<file path="config.mk">
export PLATFORM = sky130hd
export DESIGN_NAME = input_port_ctrl
export DESIGN_NICKNAME = d
export VERILOG_FILES = /design/src/rtl/input_port_ctrl.sv
export SDC_FILE = /design/constraint.sdc
export NUM_CORES = 1
export LEC_CHECK = 0
export CORE_MARGIN = 10
export CORE_UTILIZATION = 36
export CTS_CLUSTER_SIZE = 16
export DETAILED_ROUTE_END_ITERATION = 16
export HOLD_SLACK_MARGIN = 0.08
export PLACE_DENSITY_LB_ADDON = 0.25
export SETUP_SLACK_MARGIN = 0.15
export SLEW_MARGIN = 20
export SYNTH_ARGS = -nofsm -noshare
export SYNTH_HDL_FRONTEND = slang
export SYNTH_SLANG_ARGS = --single-unit
</file>
<file path="constraint.sdc">
create_clock -name clk -period 0.9 [get_ports clk]
set_clock_uncertainty 0.05 [all_clocks]
set_input_delay 0.18 -clock clk [delete_from_list [all_inputs] [get_ports clk]]
set_output_delay 0.18 -clock clk [all_outputs]
set_load 0.02 [all_outputs]
</file>
<file path="src/rtl/input_port_ctrl.sv">
// Memory-mapped button input port: per-channel synchronizer and debouncer,
// sticky rising-edge flags with W1C / clear-on-load-read, interrupt mask.
module input_port_chan #(
  parameter int DEBOUNCE_CYCLES = 4
) (
  input  logic clk,
  input  logic reset,
  input  logic btn,
  output logic lvl,
  output logic rise
);
  localparam int CW = (DEBOUNCE_CYCLES > 1) ? $clog2(DEBOUNCE_CYCLES) : 1;
  localparam logic [CW-1:0] LAST = CW'(DEBOUNCE_CYCLES - 1);

  logic          s1, s2;
  logic [CW-1:0] cnt;
  logic          flip;

  // cnt holds mismatches seen so far; the DEBOUNCE_CYCLES-th one flips LVL.
  assign flip = (s2 != lvl) && (cnt == LAST);
  assign rise = flip && !lvl;

  always_ff @(posedge clk or negedge reset) begin
    if (!reset) begin
      s1  <= 1'b0;
      s2  <= 1'b0;
      cnt <= '0;
      lvl <= 1'b0;
    end else begin
      s1 <= btn;
      s2 <= s1;
      if (s2 == lvl) begin
        cnt <= '0;
      end else if (flip) begin
        cnt <= '0;
        lvl <= ~lvl;
      end else begin
        cnt <= cnt + CW'(1);
      end
    end
  end
endmodule

module input_port_ctrl #(
  parameter int              WIDTH           = 16,
  parameter int              CHANNELS        = 3,
  parameter int              DEBOUNCE_CYCLES = 4,
  parameter logic [WIDTH-1:0] BASE_ADDR      = 16'hFF00
) (
  input  logic                clk,
  input  logic                reset,
  input  logic [CHANNELS-1:0] buttons,
  input  logic [WIDTH-1:0]    addr,
  input  logic [WIDTH-1:0]    data_in,
  input  logic                we,
  input  logic                reading_for_load,
  output logic [WIDTH-1:0]    q,
  output logic                hit,
  output logic                irq
);
  localparam logic [WIDTH-1:0] A_LVL  = BASE_ADDR;
  localparam logic [WIDTH-1:0] A_EDGE = BASE_ADDR + WIDTH'(1);
  localparam logic [WIDTH-1:0] A_MASK = BASE_ADDR + WIDTH'(2);

  logic [CHANNELS-1:0] lvl, rise;
  logic [CHANNELS-1:0] edge_flag, edge_clr, edge_nx, mask;
  logic                sel_lvl, sel_edge, sel_mask;
  logic [WIDTH-1:0]    q_nx;
  logic                unused_data;

  for (genvar i = 0; i < CHANNELS; i++) begin : g_ch
    input_port_chan #(.DEBOUNCE_CYCLES(DEBOUNCE_CYCLES)) u_ch (
      .clk  (clk),
      .reset(reset),
      .btn  (buttons[i]),
      .lvl  (lvl[i]),
      .rise (rise[i])
    );
  end

  assign sel_lvl     = (addr == A_LVL);
  assign sel_edge    = (addr == A_EDGE);
  assign sel_mask    = (addr == A_MASK);
  assign unused_data = ^data_in;

  always_comb begin
    edge_clr = '0;
    if (sel_edge && we)               edge_clr = edge_clr | data_in[CHANNELS-1:0];
    if (sel_edge && reading_for_load) edge_clr = edge_clr | edge_flag;
    // A fresh rise beats any clear landing on the same edge.
    edge_nx = (edge_flag & ~edge_clr) | rise;
    q_nx = '0;
    if (sel_lvl)       q_nx = WIDTH'(lvl);
    else if (sel_edge) q_nx = WIDTH'(edge_flag);
    else if (sel_mask) q_nx = WIDTH'(mask);
  end

  always_ff @(posedge clk or negedge reset) begin
    if (!reset) begin
      edge_flag <= '0;
      mask      <= '0;
      q         <= '0;
      hit       <= 1'b0;
      irq       <= 1'b0;
    end else begin
      edge_flag <= edge_nx;
      if (sel_mask && we) mask <= data_in[CHANNELS-1:0];
      q   <= q_nx;
      hit <= sel_lvl | sel_edge | sel_mask;
      irq <= |(edge_flag & mask);
    end
  end
endmodule

</file>
==> results of run 1 <==
[cells by family (layout without fill, tap and decap cells)]
kind of cell / count (synthesis) / count (layout) / synth area share
AND/OR/NAND/NOR: 27 / 27 / 0.150
buffers and inverters: 18 / 59 / 0.0986
flip-flops: 26 / 26 / 0.551
multiplexers: 6 / 6 / 0.0636
adder cells (fa/ha/maj): 3 / 3 / 0.0318
XOR/XNOR: 3 / 3 / 0.0223
other: 1 / 13 / 0.00318
AO/OA/AOI/OAI: 14 / 14 / 0.0795
[layout make-up]
cell class | count | area, um^2
Sequential cell | 26 | 652
Fill cell | 263 | 1220
Inverter | 4 | 15.0
Multi-Input combinational cell | 66 | 643
Clock inverter | 1 | 30.0
Tap cell | 44 | 55.1
Clock buffer | 3 | 22.5
Timing Repair Buffer | 51 | 468
[timing repair]
action	in CTS	in global routing
resized for setup	94	20
gates cloned	0	0
setup buffers	5	2
hold buffers	0	0
endpoints found under the setup margin	25	25
pin swaps	14	11
hold endpoints to repair	0	0
[synth_stat cells]
library cell	number
nor3b_1	1
or4b_1	1
nand2_1	4
ha_1	3
dfrtp_1	26
nor2_1	6
nor2b_1	4
conb_1	1
a21oi_1	4
and3_4	1
a21o_1	3
xor2_1	1
nand4_1	1
buf_4	13
nand4bb_1	1
mux2i_1	3
inv_1	4
mux2_4	3
nor3_1	2
nand3_1	3
a222oi_1	1
nor4b_4	1
o2bb2ai_1	3
o21ai_0	3
nor4_2	1
and2_1	1
clkbuf_1	1
xnor2_1	2
[final timing paths]
path	end	slack [ns]	startpoint
max in group asynchronous	g_ch[0].u_ch.lvl$_DFFE_PN0P_	0.49	reset
max	mask[1]$_DFFE_PN0P_	-0.28	addr[3]
min in group clk	hit$_DFF_PN0_	0.20	addr[3]
min reg2reg	g_ch[2].u_ch.s2$_DFF_PN0_	0.32	g_ch[2].u_ch.s1$_DFF_PN0_
max reg2reg	q[2]$_DFF_PN0_	-0.14	g_ch[2].u_ch.lvl$_DFFE_PN0P_
min	irq$_DFF_PN0_	0.15	reset
[power by group through the flow]
stage / Sequential [mW] / Combinational, mW / Clock [mW]
after floorplan: 1.48 / 0.439 / 0
after global placement: 1.49 / 0.672 / 0
after detailed placement: 1.50 / 0.699 / 0
after CTS: 1.54 / 0.941 / 0.815
after global routing: 1.58 / 1.15 / 0.858
final: 1.56 / 1.07 / 0.784
[sequential cells by signal (all words and copies together) (netlist names)]
name / cells
edge_flag: 3
g_ch.u_ch.cnt: 6
g_ch.u_ch.lvl: 3
g_ch.u_ch.s1: 3
g_ch.u_ch.s2: 3
hit: 1
irq: 1
mask: 3
q: 3
[through the flow]
stage	hold slack [ns]	util	std cells
after floorplan	-0.166	-	110
after global placement	0.284	0.521	184
after detailed placement	0.289	0.521	184
after CTS	0.142	0.583	193
after global routing	0.149	0.608	195
final	0.152	0.608	195
[layout by cell type (no fill, tap or decap), drive strengths merged, types with 4 or more instances in the layout]
cell and instances:
clkdlybuf4s50 9, buf 35, a21oi 4, inv 4, dfrtp 26, nor2b 4, conb 13, nor2 6
clkbuf 5, nand2 4
[per-layer routing]
layer,part of all wire,vias up,wire length (um)
li1,-,417,-
met1,0.40,417,1110
met2,0.55,20,1540
met3,0.048,2,133
met4,0.0043,0,12
met5,0,-,0
[worst max-delay path, stage by stage]
cell	delay (ns)
buf_6	0.10
nor4_4	0.26
nor4b_4	0.25
and3_4	0.25
mux2_4	0.30
==> metrics.yaml, run 1 <==
power_and_ir_drop:
  p_total_mw: 3.41
  p_int_mw: 2.45
  clkPwrFrac: 0.230
  switching_share: 0.281
  power_density_nw_per_um2: 1810
  ir_worst_vdd_mv: 1.20
  seq_power_share: 0.457
  p_comb_frac: 0.313
  netSwitchingPower_uw: 958
  power.leakage_nw: 0.884
yosys:
  ys_ff_latch: 26
  syn_area_um2: 1180
  synth_area_leader_cell: "dfrtp_1"
  synth_cells: 98
  syn_area_per_cell_um2: 12.0
  synth_area_leaders: "dfrtp_1, buf_4, mux2_4"
  yosysUniqueCellTypes: 28
  synth_seq_area_share: 0.551
  yosys_warnings: 0
  yosysTopAreaCellShare: 0.551
clocking:
  cts_root_buf: "clkbuf_4"
  cts-htree-levels: 1
  clkTransAtPathRegs_ns: 0.14
  cts-buffers-inserted: 3
  insertion_delay_ns: 0.32
  cts.sinks: 26
  cts_tree: "built"
  cts_max_path_buffers: 2
critical_path:
  arrival_ns: 1.34
  critPathRequiredTime_ns: 1.06
  reg2reg_depth: 4
  endpoint_kind: "flip-flop"
  crit_type: "in2reg"
  start_kind: "input port"
  worstPathMaxFanout: 3
global_route:
  grt_use_met3: 0.0245
  met2_usage: 0.169
  grt_pass1_wl_um: 4610
  grt_pass1_vias: 968
  grt_util_met1: 0.0994
  gr-total-overflow: 0
  grt_max_degree: 27
  antenna_found_initial: 0
  grt_use_total: 0.0926
  grt.busiest_layer: "met2"
timing:
  timing.fmax_mhz: 847
  finalSetupViolCount: 23
  fin_crit_sh: 1.31
  maxSlewViolCount: 0
  hold_viol: 0
  finalCriticalPeriod_ns: 1.18
  rsz0062_at_grt: "true"
  setup_tns_ns: -3.04
  setup_ws_ns: -0.280
detailed_routing:
  wirelength_um: 2790
  drt_iter0_drc: 26
  viasPerCell: 4.39
  route.detailed.drc: 0
  vias: 856
  drtPass1Iterations: 4
  avgRoutedWirePerCell_um: 14.3
  ant_nets: 0
floorplanning:
  core_area_um2: 3100
  die_w_um: 77.3
  initial_utilization: 0.380
  die_area_um2: 5970
  die_h_um: 77.3
  ios: 57
  placementRows: 20
place:
  place_area_um2: 1620
  routabilityCongestion: 0.722
  dp_hpwl_um: 2070
  pre_cts_ws_ns: -0.989
  port_buffers: 30
min_path:
  min_path_type: "in2async"
status:
  status: "finished with violations"
  violations: "setup timing"
layout:
  syn_to_final_growth_pct: 59.8
  layout.nets: 194
  final_area_um2: 1890
  n_antenna_cell: 0
  drive_above_1_share: 0.503
run:
  drv_cap: 0
(Power assumes the default switching activity.)
==> run 2, diff against run 1 <==
Settings changed: GPL_TIMING_DRIVEN set to 0.
==> metrics.yaml, run 2 (synthesis results as in run 1) <==
layout:
  final_core_util: 0.587
  syn_to_final_growth_pct: 54.4
  largest_reg_flops: 6
  n_antenna_cell: 0
  fin_cells: 196
  drive_above_1_share: 0.467
  largest_register: "g_ch.u_ch.cnt"
  final_common_cell: "dfrtp_1"
  layout_common_cells: "dfrtp_1, buf_4, conb_1, clkdlybuf4s50_1, buf_6"
  final_area_um2: 1820
  layout.nets: 195
  n_fill_cell: 293
power_and_ir_drop:
  p_total_mw: 3.26
  seq_power_share: 0.471
  ir_worst_vdd_mv: 1.56
  power_density_nw_per_um2: 1790
  netSwitchingPower_uw: 905
  p_int_mw: 2.35
  clkPwrFrac: 0.243
  switching_share: 0.278
  power.leakage_nw: 0.876
  p_comb_frac: 0.286
timing:
  relSlewSlack: 0.591
  finalCriticalPeriod_ns: 1.21
  fin_crit_sh: 1.34
  finalSetupViolCount: 20
  max_slew.worst_pin.slew_ns: 0.613
  hold_viol: 26
  maxSlewViolCount: 0
  rsz0062_at_grt: "true"
  timing.fmax_mhz: 826
  setup_ws_ns: -0.310
  holdWs_ns: -0.119
clocking:
  cts_root_buf: "clkbuf_4"
  cts_tree: "built"
  clkTransAtPathRegs_ns: 0.15
  cts.sinks: 26
  cts-buffers-inserted: 3
  cts_max_path_buffers: 2
  insertion_delay_ns: 0.32
  cts-htree-levels: 1
critical_path:
  r2r_setup_slack_ns: -0.11
  arrival_ns: 1.37
  start_kind: "input port"
  reg2reg_depth: 4
  r2r-end: "q[1]$_DFF_PN0_"
  max_stage_delay_ns: 0.30
  critPathLaunch: "addr[13]"
  worstPathMaxFanout: 3
  crit_type: "in2reg"
  path_cells: "dlygate4sd2_1 -> nand4bb_4 -> nor4b_4 -> and3_4 -> mux2_4"
  rr_startpoint: "g_ch[1].u_ch.lvl$_DFFE_PN0P_"
  cp-endpoint: "mask[2]$_DFFE_PN0P_"
  endpoint_kind: "flip-flop"
  cpMaxStageDelayCell: "mux2_4"
  critPathRequiredTime_ns: 1.06
place:
  dp_cells: 183
  place_area_um2: 1590
  dp_hpwl_um: 1970
  routabilityCongestion: 0.761
  port_buffers: 29
detailed_routing:
  drtPass1Iterations: 4
  vias: 823
  ant_nets: 0
  drt_iter0_drc: 20
  viasPerCell: 4.20
  route.detailed.drc: 0
  wirelength_um: 2570
  avgRoutedWirePerCell_um: 13.1
status:
  status: "finished with violations"
  violations: "hold timing, setup timing"
run:
  drv_cap: 0
floorplanning:
  core_area_um2: 3100
  die_area_um2: 5970
  placementRows: 20
  die_h_um: 77.3
  die_w_um: 77.3
  initial_utilization: 0.380
  ios: 57
global_route:
  antenna_found_initial: 0
  grt_max_degree: 27
  grt_use_total: 0.0855
  grt_pass1_wl_um: 4220
  gr-total-overflow: 0
  grt_pass1_vias: 853
min_path:
  min_path_type: "in2async"
run 2: cell type report:
type / instances / area (um^2) / area share
Clock buffer: 3 / 22.5 / 0.0124
Buffer: 14 / 101 / 0.0556
Timing Repair Buffer: 38 / 333 / 0.183
Inverter: 4 / 15.0 / 0.00824
Multi-Input combinational cell: 66 / 614 / 0.337
Clock inverter: 1 / 30.0 / 0.0165
Tap cell: 44 / 55.1 / 0.0302
Sequential cell: 26 / 651 / 0.357
run 2: what timing repair did:
| action | 4_1_cts | 5_1_grt |
|---|---|---|
| endpoints found under the setup margin | 51 | 25 |
| hold endpoints to repair | 26 | 26 |
| buffers inserted | 8 | 1 |
| gates resized for setup | 92 | 6 |
| pin swaps | 13 | 7 |
run 2: per-stage QoR:
| stage | worst slack, ns | hold WS (ns) | TNS, ns |
|---|---|---|---|
| after global placement | -1.09 | 0.284 | -27.65 |
| final | -0.310 | -0.119 | -3.02 |
| after floorplan | -0.525 | -0.166 | -3.32 |
| after global routing | -0.365 | -0.0811 | -4.06 |
| after CTS | -0.312 | -0.0939 | -3.01 |
| after detailed placement | -1.11 | 0.287 | -28.64 |
run 2: worst min-delay path by stage:
stage	start	end	slack [ns]	cells after the start
final	reset	mask[1]$_DFFE_PN0P_	-0.12	1
after detailed placement	g_ch[1].u_ch.s1$_DFF_PN0_	g_ch[1].u_ch.s2$_DFF_PN0_	0.29	0
after CTS	reset	mask[1]$_DFFE_PN0P_	-0.09	1
after global placement	g_ch[1].u_ch.s1$_DFF_PN0_	g_ch[1].u_ch.s2$_DFF_PN0_	0.28	0
after global routing	reset	mask[1]$_DFFE_PN0P_	-0.08	1
after floorplan	reset	edge_flag[0]$_DFF_PN0_	-0.17	0
run 2: per-layer routing:
layer | part of all wire | track usage | up-vias
li1 | - | - | 416
met1 | 0.42 | 0.0944 | 383
met2 | 0.53 | 0.153 | 22
met3 | 0.046 | 0.0315 | 2
met4 | 0.0047 | 0.0164 | 0
met5 | 0 | 0 | -
run 2: power groups by stage:
stage	Sequential, mW	Combinational [mW]	Clock (mW)
5_1_grt	1.56	1.06	0.869
2_1_floorplan	1.48	0.439	0
3_5_place_dp	1.51	0.649	0
4_1_cts	1.53	0.877	0.806
3_3_place_gp	1.50	0.616	0
6_report	1.53	0.932	0.791
run 2: worst max-delay path: cells and delay by family:
family	cells	cell delay, ns
buf+inv	1	0.25
mux	1	0.30
simple gates	3	0.64
==> run 3, diff against run 2 <==
Settings changed: RECOVER_POWER set to 25.
==> metrics.yaml, run 3 (synthesis results as in run 1) <==
global_route:
  gr-total-overflow: 0
  grt_max_degree: 27
  grt_pass1_wl_um: 4220
  grt_use_total: 0.0855
  grt_pass1_vias: 853
  antenna_found_initial: 0
timing:
  finalSetupViolCount: 20
  maxSlewViolCount: 0
  holdWs_ns: -0.119
  max_slew.worst_pin.slew_ns: 0.613
  setup_tns_ns: -3.02
  hold_viol: 26
  timing.fmax_mhz: 826
  fin_crit_sh: 1.34
  rsz0062_at_grt: "true"
  finalCriticalPeriod_ns: 1.21
  setup_ws_ns: -0.310
  relSlewSlack: 0.591
detailed_routing:
  drtPass1Iterations: 4
  vias: 823
  ant_nets: 0
  avgRoutedWirePerCell_um: 13.1
  route.detailed.drc: 0
  drt_iter0_drc: 20
  viasPerCell: 4.20
  wirelength_um: 2570
layout:
  final_area_um2: 1820
  largest_reg_flops: 6
  layout_common_cells: "dfrtp_1, buf_4, conb_1, buf_6, buf_2"
  layout.nets: 195
  drive_above_1_share: 0.467
  syn_to_final_growth_pct: 54.4
  largest_register: "g_ch.u_ch.cnt"
  n_antenna_cell: 0
  final_common_cell: "dfrtp_1"
  n_fill_cell: 293
floorplanning:
  die_area_um2: 5970
  placementRows: 20
  ios: 57
  core_area_um2: 3100
  die_w_um: 77.3
  initial_utilization: 0.380
  die_h_um: 77.3
critical_path:
  endpoint_kind: "flip-flop"
  worstPathMaxFanout: 3
  start_kind: "input port"
  crit_type: "in2reg"
  critPathRequiredTime_ns: 1.06
  arrival_ns: 1.37
  reg2reg_depth: 4
clocking:
  cts_tree: "built"
  cts_root_buf: "clkbuf_4"
  cts.sinks: 26
  clkTransAtPathRegs_ns: 0.15
  insertion_delay_ns: 0.32
  cts-buffers-inserted: 3
  cts-htree-levels: 1
  cts_max_path_buffers: 2
place:
  place_area_um2: 1590
  port_buffers: 29
  routabilityCongestion: 0.761
  pre_cts_ws_ns: -1.11
  dp_hpwl_um: 1970
status:
  violations: "hold timing, setup timing"
  status: "finished with violations"
power_and_ir_drop:
  power.leakage_nw: 0.877
  power_density_nw_per_um2: 1790
  p_total_mw: 3.25
  ir_worst_vdd_mv: 1.56
min_path:
  min_path_type: "in2async"
run:
  drv_cap: 0
-- run 3: critical path: stages --
cell and delay [ns]:
dlygate4sd2_1 0.25, nand4bb_4 0.14, nor4b_4 0.25, and3_4 0.25
mux2_4 0.30
-- run 3: layout make-up --
cell class	count	area, um^2	share of cell area
inverters	4	15.0	0.00824
repair buffers	38	333	0.183
flip-flops and latches	26	651	0.357
well taps	44	55.1	0.0302
clock inverters	1	30.0	0.0165
multi-input cells	66	614	0.337
plain buffers	14	101	0.0556
clock buffers	3	22.5	0.0124
-- run 3: stage by stage --
step	cells	util
final	196	0.587
after detailed placement	183	0.513
after global placement	183	0.513
after global routing	196	0.587
after floorplan	110	-
after CTS	195	0.578
-- run 3: power by group --
group	internal, mW	switching (mW)	leakage, nW
sequential	1.35	0.183	0.323
clock	0.450	0.341	0.0279
combinational	0.547	0.382	0.526
total	2.35	0.905	0.877
-- run 3: timing repair --
| item | in CTS | in global routing |
|---|---|---|
| gates resized for setup | 92 | 6 |
| setup endpoints to repair | 51 | 25 |
| pin swaps | 13 | 7 |
| buffers inserted | 8 | 1 |
| endpoints found under the hold margin | 26 | 26 |
-- run 3: path summary, 6_finish.rpt --
kind                                              startpoint                   endpoint  slack (ns)
worst max-delay path                                addr[13]        mask[2]$_DFFE_PN0P_       -0.31
worst min-delay path                                   reset        mask[1]$_DFFE_PN0P_       -0.12
worst max register to register  g_ch[1].u_ch.lvl$_DFFE_PN0P_             q[1]$_DFF_PN0_       -0.11
worst min register to register     g_ch[0].u_ch.s1$_DFF_PN0_  g_ch[0].u_ch.s2$_DFF_PN0_        0.31
max in group asynchronous                              reset        mask[2]$_DFFE_PN0P_        0.51
min in group clk                                     addr[1]              hit$_DFF_PN0_        0.22
-- run 3: metal layers --
| layer | track usage | part of all wire | routed length (um) | up-vias |
|---|---|---|---|---|
| met5 | 0 | 0 | 0 | - |
| met4 | 0.0164 | 0.0047 | 12 | 0 |
| met3 | 0.0315 | 0.046 | 119 | 2 |
| met2 | 0.153 | 0.53 | 1360 | 22 |
| met1 | 0.0944 | 0.42 | 1070 | 383 |
| li1 | - | - | - | 416 |
